--- config.mk ---
export PLATFORM = sky130hd
export DESIGN_NAME = mem_init_loader_flat
export DESIGN_NICKNAME = d
export VERILOG_FILES = /design/src/rtl/mem_init_loader_if.sv /design/src/rtl/mem_init_loader.sv /design/src/flat_wrapper.sv
export SDC_FILE = /design/constraint.sdc
export NUM_CORES = 1
export LEC_CHECK = 0
export ABC_AREA = 1
export CAP_MARGIN = 20
export CORE_UTILIZATION = 49
export CTS_BUF_LIST = sky130_fd_sc_hd__clkbuf_8
export CTS_CLUSTER_SIZE = 25
export DETAILED_ROUTE_END_ITERATION = 12
export GPL_ROUTABILITY_DRIVEN = 0
export PLACE_DENSITY = 0.81
export SYNTH_ARGS = -nofsm -noshare
export SYNTH_HDL_FRONTEND = slang
export SYNTH_SLANG_ARGS = --single-unit
--- constraint.sdc ---
create_clock -name clk -period 4.35 [get_ports clk]
set_input_delay 1.305 -clock clk [delete_from_list [all_inputs] [get_ports clk]]
set_output_delay 1.305 -clock clk [all_outputs]
set_load 0.01 [all_outputs]
--- src/rtl/mem_init_loader_if.sv ---
`default_nettype none
// ============================================================================
// Module      : mem_init_loader_if
// Description : Record stream carrying byte/word writes into the loader.
// Revision    : 1.0 - initial release
// ============================================================================
interface mem_init_loader_if #(
    parameter int BPW = 4
) ();
    logic             in_valid;
    logic             in_ready;
    logic [31:0]      in_addr;
    logic             in_byte_mode;
    logic [8*BPW-1:0] in_data;
    logic [BPW-1:0]   in_be;

    modport master (
        output in_valid,
        output in_addr,
        output in_byte_mode,
        output in_data,
        output in_be,
        input  in_ready
    );

    modport slave (
        input  in_valid,
        input  in_addr,
        input  in_byte_mode,
        input  in_data,
        input  in_be,
        output in_ready
    );
endinterface
`default_nettype wire

--- src/rtl/mem_init_loader.sv ---
`default_nettype none
// ============================================================================
// Module      : mem_init_loader
// Description : Loads a banked SRAM array from a record stream or a pattern fill.
// Revision    : 1.0 - initial release
// ============================================================================
module mem_init_loader #(
    parameter int NUM_ROWS = 8,
    parameter int NUM_COLS = 8,
    parameter int BPW      = 4,
    parameter int LINES    = 128
) (
    input  wire logic                          clk,
    input  wire logic                          rst,
    mem_init_loader_if.slave                   stream,
    input  wire logic                          fill_start,
    input  wire logic [31:0]                   fill_base,
    input  wire logic [15:0]                   fill_len,
    input  wire logic [8*BPW-1:0]              fill_data,
    output logic [NUM_ROWS*NUM_COLS*BPW-1:0]   mem_we,
    output logic [$clog2(LINES)-1:0]           mem_line,
    output logic [8*BPW-1:0]                   mem_wdata,
    output logic                               done,
    output logic                               err_oor,
    output logic [15:0]                        wr_count
);
    localparam int c_LANE_W  = $clog2(BPW);
    localparam int c_COL_W   = $clog2(NUM_COLS);
    localparam int c_LINE_W  = $clog2(LINES);
    localparam int c_ROW_W   = $clog2(NUM_ROWS);
    localparam int ADDR_W    = c_LANE_W + c_COL_W + c_LINE_W + c_ROW_W;
    localparam int c_WORD_W  = ADDR_W - c_LANE_W;
    localparam int c_NB      = NUM_ROWS * NUM_COLS * BPW;
    localparam int c_SHIFT_W = $clog2(c_NB);

    typedef enum logic [0:0] {
        IDLE = 1'b0,
        FILL = 1'b1
    } state_t;

    state_t                r_state;
    state_t                w_state_next;

    // Fill pointer is a word address with one extra bit that flags "past the end".
    logic [c_WORD_W:0]     r_fill_word;
    logic [15:0]           r_fill_left;
    logic [8*BPW-1:0]      r_fill_data;

    logic [c_NB-1:0]       r_mem_we;
    logic [c_LINE_W-1:0]   r_mem_line;
    logic [8*BPW-1:0]      r_mem_wdata;
    logic                  r_done;
    logic                  r_err_oor;
    logic [15:0]           r_wr_count;

    logic                  w_accept;
    logic                  w_in_oor;
    logic                  w_wr_en;
    logic [c_WORD_W-1:0]   w_wr_word;
    logic [BPW-1:0]        w_wr_mask;
    logic [8*BPW-1:0]      w_wr_data;
    logic                  w_done;
    logic                  w_oor;
    logic                  w_fill_load;
    logic                  w_fill_step;
    logic [c_SHIFT_W-1:0]  w_shift;
    logic [c_NB-1:0]       w_we_next;
    logic                  w_unused;

    assign stream.in_ready = (r_state == IDLE) && !fill_start && !rst;
    assign w_accept        = stream.in_valid && stream.in_ready;
    assign w_in_oor        = |stream.in_addr[31:ADDR_W];
    assign w_unused        = &{1'b0, fill_base[c_LANE_W-1:0]};

    always_comb begin
        w_state_next = r_state;
        w_wr_en      = 1'b0;
        w_wr_word    = '0;
        w_wr_mask    = '0;
        w_wr_data    = '0;
        w_done       = 1'b0;
        w_oor        = 1'b0;
        w_fill_load  = 1'b0;
        w_fill_step  = 1'b0;
        case (r_state)
            IDLE: begin
                if (fill_start) begin
                    if (fill_len == 16'd0) begin
                        w_done = 1'b1;
                    end else begin
                        w_fill_load  = 1'b1;
                        w_state_next = FILL;
                    end
                end else if (w_accept) begin
                    if (w_in_oor) begin
                        w_oor = 1'b1;
                    end else begin
                        w_wr_en   = 1'b1;
                        w_wr_word = stream.in_addr[ADDR_W-1:c_LANE_W];
                        if (stream.in_byte_mode) begin
                            w_wr_mask = {{(BPW-1){1'b0}}, 1'b1} << stream.in_addr[c_LANE_W-1:0];
                            w_wr_data = {BPW{stream.in_data[7:0]}};
                        end else begin
                            w_wr_mask = stream.in_be;
                            w_wr_data = stream.in_data;
                        end
                    end
                end
            end
            FILL: begin
                // Length is exhausted before the range check, so a fill ending exactly at the top is clean.
                if (r_fill_left == 16'd0) begin
                    w_done       = 1'b1;
                    w_state_next = IDLE;
                end else if (r_fill_word[c_WORD_W]) begin
                    w_oor        = 1'b1;
                    w_done       = 1'b1;
                    w_state_next = IDLE;
                end else begin
                    w_wr_en     = 1'b1;
                    w_wr_word   = r_fill_word[c_WORD_W-1:0];
                    w_wr_mask   = '1;
                    w_wr_data   = r_fill_data;
                    w_fill_step = 1'b1;
                end
            end
            default: w_state_next = IDLE;
        endcase
    end

    // Bank index {row, col} scaled by the lane count locates the strobe group.
    always_comb begin
        w_shift   = {w_wr_word[c_WORD_W-1:c_COL_W+c_LINE_W], w_wr_word[c_COL_W-1:0], {c_LANE_W{1'b0}}};
        w_we_next = '0;
        if (w_wr_en) begin
            w_we_next = c_NB'(w_wr_mask) << w_shift;
        end
    end

    always_ff @(posedge clk) begin
        if (rst) begin
            r_state <= IDLE;
        end else begin
            r_state <= w_state_next;
        end
    end

    always_ff @(posedge clk) begin
        if (rst) begin
            r_fill_word <= '0;
            r_fill_left <= '0;
            r_fill_data <= '0;
            r_mem_we    <= '0;
            r_mem_line  <= '0;
            r_mem_wdata <= '0;
            r_done      <= 1'b0;
            r_err_oor   <= 1'b0;
            r_wr_count  <= '0;
        end else begin
            r_mem_we <= w_we_next;
            r_done   <= w_done;
            if (w_wr_en) begin
                r_mem_line  <= w_wr_word[c_COL_W+c_LINE_W-1:c_COL_W];
                r_mem_wdata <= w_wr_data;
            end
            if (w_oor) begin
                r_err_oor <= 1'b1;
            end
            if ((|w_we_next) && (r_wr_count != 16'hFFFF)) begin
                r_wr_count <= r_wr_count + 16'd1;
            end
            if (w_fill_load) begin
                r_fill_word <= {|fill_base[31:ADDR_W], fill_base[ADDR_W-1:c_LANE_W]};
                r_fill_left <= fill_len;
                r_fill_data <= fill_data;
            end else if (w_fill_step) begin
                r_fill_word <= r_fill_word + 1'b1;
                r_fill_left <= r_fill_left - 16'd1;
            end
        end
    end

    assign mem_we    = r_mem_we;
    assign mem_line  = r_mem_line;
    assign mem_wdata = r_mem_wdata;
    assign done      = r_done;
    assign err_oor   = r_err_oor;
    assign wr_count  = r_wr_count;
endmodule
`default_nettype wire

--- src/flat_wrapper.sv ---
// flat-port wrapper written by rule: the top's interface ports become plain ports
module mem_init_loader_flat 
#(
    parameter int NUM_ROWS = 8,
    parameter int NUM_COLS = 8,
    parameter int BPW      = 4,
    parameter int LINES    = 128
)
  (clk, rst, fill_start, fill_base, fill_len, fill_data, mem_we, mem_line, mem_wdata, done, err_oor, wr_count, stream_in_valid, stream_in_addr, stream_in_byte_mode, stream_in_data, stream_in_be, stream_in_ready);
  mem_init_loader_if #(.BPW(BPW)) stream_i ();
  input  wire logic clk;
  input  wire logic rst;
  input  wire logic fill_start;
  input  wire logic [31:0] fill_base;
  input  wire logic [15:0] fill_len;
  input  wire logic [8*BPW-1:0] fill_data;
  output logic [NUM_ROWS*NUM_COLS*BPW-1:0] mem_we;
  output logic [$clog2(LINES)-1:0] mem_line;
  output logic [8*BPW-1:0] mem_wdata;
  output logic done;
  output logic err_oor;
  output logic [15:0] wr_count;
  input wire logic [$bits(stream_i.in_valid)-1:0] stream_in_valid;
  input wire logic [$bits(stream_i.in_addr)-1:0] stream_in_addr;
  input wire logic [$bits(stream_i.in_byte_mode)-1:0] stream_in_byte_mode;
  input wire logic [$bits(stream_i.in_data)-1:0] stream_in_data;
  input wire logic [$bits(stream_i.in_be)-1:0] stream_in_be;
  output wire logic [$bits(stream_i.in_ready)-1:0] stream_in_ready;
  assign stream_i.in_valid = stream_in_valid;
  assign stream_i.in_addr = stream_in_addr;
  assign stream_i.in_byte_mode = stream_in_byte_mode;
  assign stream_i.in_data = stream_in_data;
  assign stream_i.in_be = stream_in_be;
  assign stream_in_ready = stream_i.in_ready;
  mem_init_loader #(.NUM_ROWS(NUM_ROWS), .NUM_COLS(NUM_COLS), .BPW(BPW), .LINES(LINES)) u_core (.clk(clk), .rst(rst), .stream(stream_i), .fill_start(fill_start), .fill_base(fill_base), .fill_len(fill_len), .fill_data(fill_data), .mem_we(mem_we), .mem_line(mem_line), .mem_wdata(mem_wdata), .done(done), .err_oor(err_oor), .wr_count(wr_count));
endmodule
* Yosys cells after proc, flatten, opt, wreduce, memory -nomap -nowiden
Cells that the tools add are included.
** Operators by class
- Bitwise operators :: 1
- Reductions and logical operators :: 12
- Shifts and indexed selects :: 2
- Equality and inequality tests :: 1
- Muxes and demuxes :: 46
- Add/subtract/negate cells :: 3
** Operators with widths (number)
- $mux 256 :: 1
- $reduce_or 256->1 :: 1
- $shl 4x8->256 :: 1
- $mux 32 :: 6
- $mux 13 :: 5
- $pmux 32 s2 :: 1
- $reduce_or 17->1 :: 2
- $logic_not 16->1 :: 2
- $mux 16 :: 2
- $mux 14 :: 2
- $pmux 13 s2 :: 1
- $mux 4 :: 6
- $mux 1 :: 17
- $add 16x1->16 const B :: 1
- $ne 16x16->1 const B :: 1
- $sub 16x1->16 const B :: 1
- $add 14x1->14 const B :: 1
- $pmux 1 s2 :: 4
- $pmux 4 s2 :: 1
- $logic_and 1x1->1 :: 4
- $shl 1x2->4 const A :: 1
- $logic_not 1->1 :: 2
- $reduce_bool 2->1 :: 1
- $not 1->1 :: 1
** Storage, ports and cells
- Word-level logic and storage cells :: 75
- Output and inout bits :: 314
- Bits in registers :: 376

* Logic depth before layout (Yosys ltp)
- Word-level depth :: 11
- Gate-level depth with buffers :: 25

* Least setup slack after synthesis
No wires, ideal clock.
- Path kind :: input-to-reg
- Start :: input port stream_in_addr[16]
- End :: register u_core.r_wr_count[10] (netlist: u_core.wr_count[10])
- Slack :: 0.665 ns
- Stages :: 21
- Arrival :: 3.547 ns
- Data required time :: 4.212 ns
- Path through :: or2_1 -> nor2_4 -> nand3_4 -> nor2_8 -> buf_6 -> nand2_1 -> o21ai_4 -> buf_6 -> nand4_1 -> a21o_1 -> nand2_1 -> nor2_1 -> nand2_1 -> nor2_1 -> nand2_1 -> nor2_2 -> nand2_4 -> nand2_4 -> buf_8 -> nand2_2 -> a21oi_2
** Between the ends
- Longest elaborated chain between the ends :: 9
- Elaborated cells on any way between the ends :: 17
** RTL lines
- start, declared :: RTL line flat_wrapper.sv:24 : input wire logic [$bits(stream_i.in_addr)-1:0] stream_in_addr;
- $reduce_or 17->1 (*) :: RTL line mem_init_loader.sv:72 : assign w_in_oor = |stream.in_addr[31:ADDR_W];
- $mux 4 / $mux 13 (equally long branches) :: RTL line mem_init_loader.sv:95 : if (w_in_oor) begin
- $mux 4 / $mux 13 (equally long branches) :: RTL line mem_init_loader.sv:94 : end else if (w_accept) begin
- $mux 4 / $mux 13 (equally long branches) :: RTL line mem_init_loader.sv:87 : if (fill_start) begin
- $pmux 4 s2 / $pmux 13 s2 (equally long branches) :: RTL line mem_init_loader.sv:85 : case (r_state)
- $shl 4x8->256 :: RTL line mem_init_loader.sv:136 : w_we_next = c_NB'(w_wr_mask) << w_shift;
- $mux 256 (*) :: RTL line mem_init_loader.sv:135 : if (w_wr_en) begin
- $reduce_or 256->1 (*) :: RTL line mem_init_loader.sv:169 : if ((|w_we_next) && (r_wr_count != 16'hFFFF)) begin
- $logic_and 1x1->1 (*) :: RTL line mem_init_loader.sv:169
- end signal, assigned :: RTL line mem_init_loader.sv:170 : r_wr_count <= r_wr_count + 16'd1;
- end, declared :: RTL line mem_init_loader.sv:54 : logic [15:0] r_wr_count;
Every way passes the cells marked *; elsewhere a longest branch is shown, timed or not.
A chain may end at the register's enable or synchronous reset.

* Worst setup path after layout
- Start :: input port stream_in_addr[16]
- End :: register u_core.r_wr_count[14] (netlist: u_core.wr_count[14])
Same word-level chain as after synthesis.

==> impl_metrics.csv <==
group,metric,value,unit
run_status,status,"completed",
yosys,synth_xor_area_share,1.27,%
yosys,synth.avg_cell_area,7.62,um^2
yosys,synth_area_in_adders,0.316,%
clock_tree,cts.root.buffer_cell,"sky130_fd_sc_hd__clkbuf_8",
routing,drt_pre_antenna_iters,6,
critical_path,cp_common_cell,"sky130_fd_sc_hd__nand2_1",
sta,timing_worst_slew_pin_value,1.22,ns
global_route,pin_count_of_the_biggest_net_entering_global_routing,224,
place,numPlacedInstances,3046,
sta,fin_setup_tns,0,ns
place,buffer_ports.inserted,464,
clock_tree,cts_inserted_buffers,57,
critical_path,critical_path.max_fanout,17,
pwr,report.power.total,7.67,mW
sta,hold_ws,0.459,ns
critical_path,critical_path.cell_chain,"clkdlybuf4s50_1, or2_1, nor2_4, nand2_1, nor2_4, nand3_2, nand2_2, buf_4, nand3_1, nor2_1, buf_4, nand4_1, nand2_1, clkinv_1, nand2_1, nor2_1, nand2_1, nor2_1, nand2_1, nor2_2, nand2_4, buf_12, nand3_1, a21oi_2",
layout,stdcell_count,3147,
routing,route.met2.wl,27800,um
yosys,ys_seq_elements,376,
pwr,power_frac_comb,11.9,%
yosys,post_syn_instances,2079,
sta,timing.final.setup_violations,0,
yosys,netlist_area,0.0158,mm^2
routing,highest-signal-layer,"met4",
sta,final.setup_skew,0.0302,ns
yosys,yosys.area.top_type,"sky130_fd_sc_hd__dfxtp_1",
yosys,yosys-top-cells-area,"sky130_fd_sc_hd__dfxtp_1 48%, sky130_fd_sc_hd__nor2_1 9.1%, sky130_fd_sc_hd__nand2_1 7.7%",
layout,layout.cells.most_common_list,"463 x sky130_fd_sc_hd__clkdlybuf4s50_1, 382 x sky130_fd_sc_hd__nor2_1, 376 x sky130_fd_sc_hd__dfxtp_1",
routing,postRouteWirelength,57300,um
floorplan,initial_core_util,50.0,%
yosys,syn-num-nets,2236,
critical_path,cp_required,4.85,ns
sta,timing.slew.headroom,19.0,%
floorplan,row_count,65,
yosys,synth_compound_gate_area_share,9.27,%
global_route,initial_antenna_violation_count,0,
yosys,synth.distinct_cells,50,
floorplan,area_of_the_core,0.0317,mm^2
layout,antenna-diode-count,0,
yosys,portion_of_the_post_synthesis_area_used_by_sequential_elements,47.5,%
sta,rsz0062_at_grt,"no",
layout,post_route_cells_drive_above_1_share,15.6,%
clock_tree,clk_pin_slew_worst_paths,0.06,ns
pwr,internal_power,5.71,mW
clock_tree,buffer_depth_of_the_longest_clock_path,3,
sta,achievable-frequency,0.242,GHz
critical_path,critical_path.top_delay_family,"simple AND/OR/NAND/NOR gates",
critical_path,critPathMaxStageDelay,0.40,ns
pwr,power_frac_clock,41.4,%
layout,fin_util,75.2,%
pwr,p_seq_share,46.7,%
pwr,power.net_switching,1.95,mW
clock_tree,insertion_delay_to_the_later_sink_of_the_worst_skew_pair,0.60,ns
floorplan,design.portCount,467,
place,detailed_place_hpwl,41100,um
routing,residual_antenna_violating_net_count_after_detailed_routing,0,
clock_tree,holdBufCountCts,0,
global_route,first_global_vias,17100,
yosys,synth.yosys.warnings,0,
yosys,main_combinational_cell_family_by_area_after_synthesis,"simple AND/OR/NAND/NOR gates",
sta,finalWorstPathRequiredPeriod,4.14,ns
layout,synthToLayoutAreaGrowth,50.5,%
clock_tree,h-tree-depth,2,
sta,timing_hold_violations_final,0,
pwr,vdd_drop_max,0.213,mV
routing,post_drt_wl_per_cell,18.2,um
critical_path,type_of_the_worst_setup_path,"in2reg",
critical_path,critical_path.slowest_cell,"sky130_fd_sc_hd__clkdlybuf4s50_1",
clock_tree,tritoncts,"done",
sta,timing.final.max_slew_violations,0,
pwr,p_sw_share,25.5,%
layout,design.final.nets,2860,
routing,detailedRoute.firstIterationViolations,1512,
routing,met3_length,4920,um
critical_path,setup.worst_path.start_class,"primary input",
floorplan,die_h,182,um
routing,route.detailed.vias_per_inst,5.58,
routing,met1_length,21400,um
floorplan,die-area,0.0331,mm^2
yosys,simple_gate_share_of_the_synthesized_area,34.8,%
clock_tree,cts.sink_count,376,
yosys,post_synth_mux_area_share,0.0632,%
floorplan,fp.dieW,182,um
global_route,grt.total_usage,33.9,%
yosys,synth.top_cell.area_share,47.5,%
pwr,power.density,322,mW/mm^2
layout,layout_commonest_cell,"sky130_fd_sc_hd__clkdlybuf4s50_1",
critical_path,arrival,4.64,ns
flow_run,timing.max_cap.violations,0,
clock_tree,postCtsSetupRepairBufs,0,
sta,final_cycle_share,95.2,%
routing,vias,17600,
global_route,first_pass_grt_wire_length,89700,um
pwr,leakage,9.40,nW
critical_path,worstPathBufferInverterCount,5,
global_route,global_route_overflow,0,
critical_path,end_kind,"flip-flop",
routing,drcViolationCount,0,
worst_hold_path,hp-class,"reg2reg",
metrics by stage:
| step | setup slack (ns) | area [um^2] |
|---|---|---|
| floorplan | 0.665 | 15800 |
| global placement | -0.283 | 22500 |
| detailed placement | -0.359 | 22500 |
| CTS | 0.230 | 23800 |
| global route | 0.00357 | 23800 |
| finish | 0.211 | 23800 |
timing repair:
action / in CTS / in global routing
gates resized for setup: 0 / 4
endpoints found under the setup margin: 0 / 15
endpoints found under the hold margin: 0 / 0
state kept, by name (all words and copies together), names as in the netlist:
name	flops
u_core.r_state	1
u_core.err_oor	1
u_core.wr_count	16
u_core.r_fill_data	32
u_core.r_fill_word	14
u_core.mem_wdata	32
u_core.done	1
u_core.r_fill_left	16
u_core.mem_line	7
u_core.mem_we	256
final timing paths:
check,startpoint,endpoint,slack [ns],depth (start not counted)
min,u_core.r_fill_data[5],u_core.r_fill_data[5],0.46,2
max,stream_in_addr[16],u_core.wr_count[14],0.21,24
max reg2reg,u_core.r_fill_left[0],u_core.wr_count[8],0.46,24
min reg2reg,u_core.r_fill_data[5],u_core.r_fill_data[5],0.46,2
metal layers:
metal | global-route usage [%] | up-vias
met5 | 0 | -
met1 | 39.3 | 8068
met2 | 58.8 | 998
li1 | - | 8277
met4 | 18.6 | 0
met3 | 6.70 | 215
cells by family (layout without fill, tap and decap cells):
logic type | count (synthesis) | count (layout)
muxes | 1 | 1
buffers and inverters | 242 | 908
adders and majority gates | 4 | 4
DFF | 376 | 376
xor gates and xnor gates | 23 | 23
and+or+nand+nor | 1212 | 1212
AOI/OAI and AO/OA | 221 | 221
layout make-up:
class,count,area [um^2]
inverter,79,307
fill,2229,7880
tap,402,503
sequential,376,7530
clock inverter,27,253
timing repair buffer,728,6920
multi-input combinational,1461,7310
clock buffer,74,1020
cell usage after synthesis (all sizes together):
cell type  instances
o31ai              3
nor2             411
or2                2
a221oi            21
dfxtp            376
mux2i              1
xor2              12
clkinv            12
o22ai              2
o41ai              1
o21ai             45
xnor2             11
buf               62
nand2            342
nand3             77
nor3             230
inv               67
and3               1
a31oi             32
a21o              55
o211ai             5
nor4              14
a22oi              2
o221ai             1
nand3b             1
ha                 4
a311oi             1
a32oi              1
a21oi             52
clkbuf           101
nand4            133
or3                1
power groups by stage:
stage                     Combinational [mW]  Clock [mW]  Sequential (mW)
after floorplan                        0.487           0             3.65
after global placement                 0.863           0             3.64
after detailed placement               0.889           0             3.65
after CTS                              0.895        3.21             3.57
after global routing                   0.984        3.38             3.58
final                                  0.913        3.17             3.58
tightest hold or removal path: cells and delay by family, from the launching register on:
kind	cells	cell delay, ns
flip-flops	1	0.30
buffers and inverters	1	0.06
AO/OA/AOI/OAI	1	0.05
Note: power is estimated with default switching activity, not from simulation.
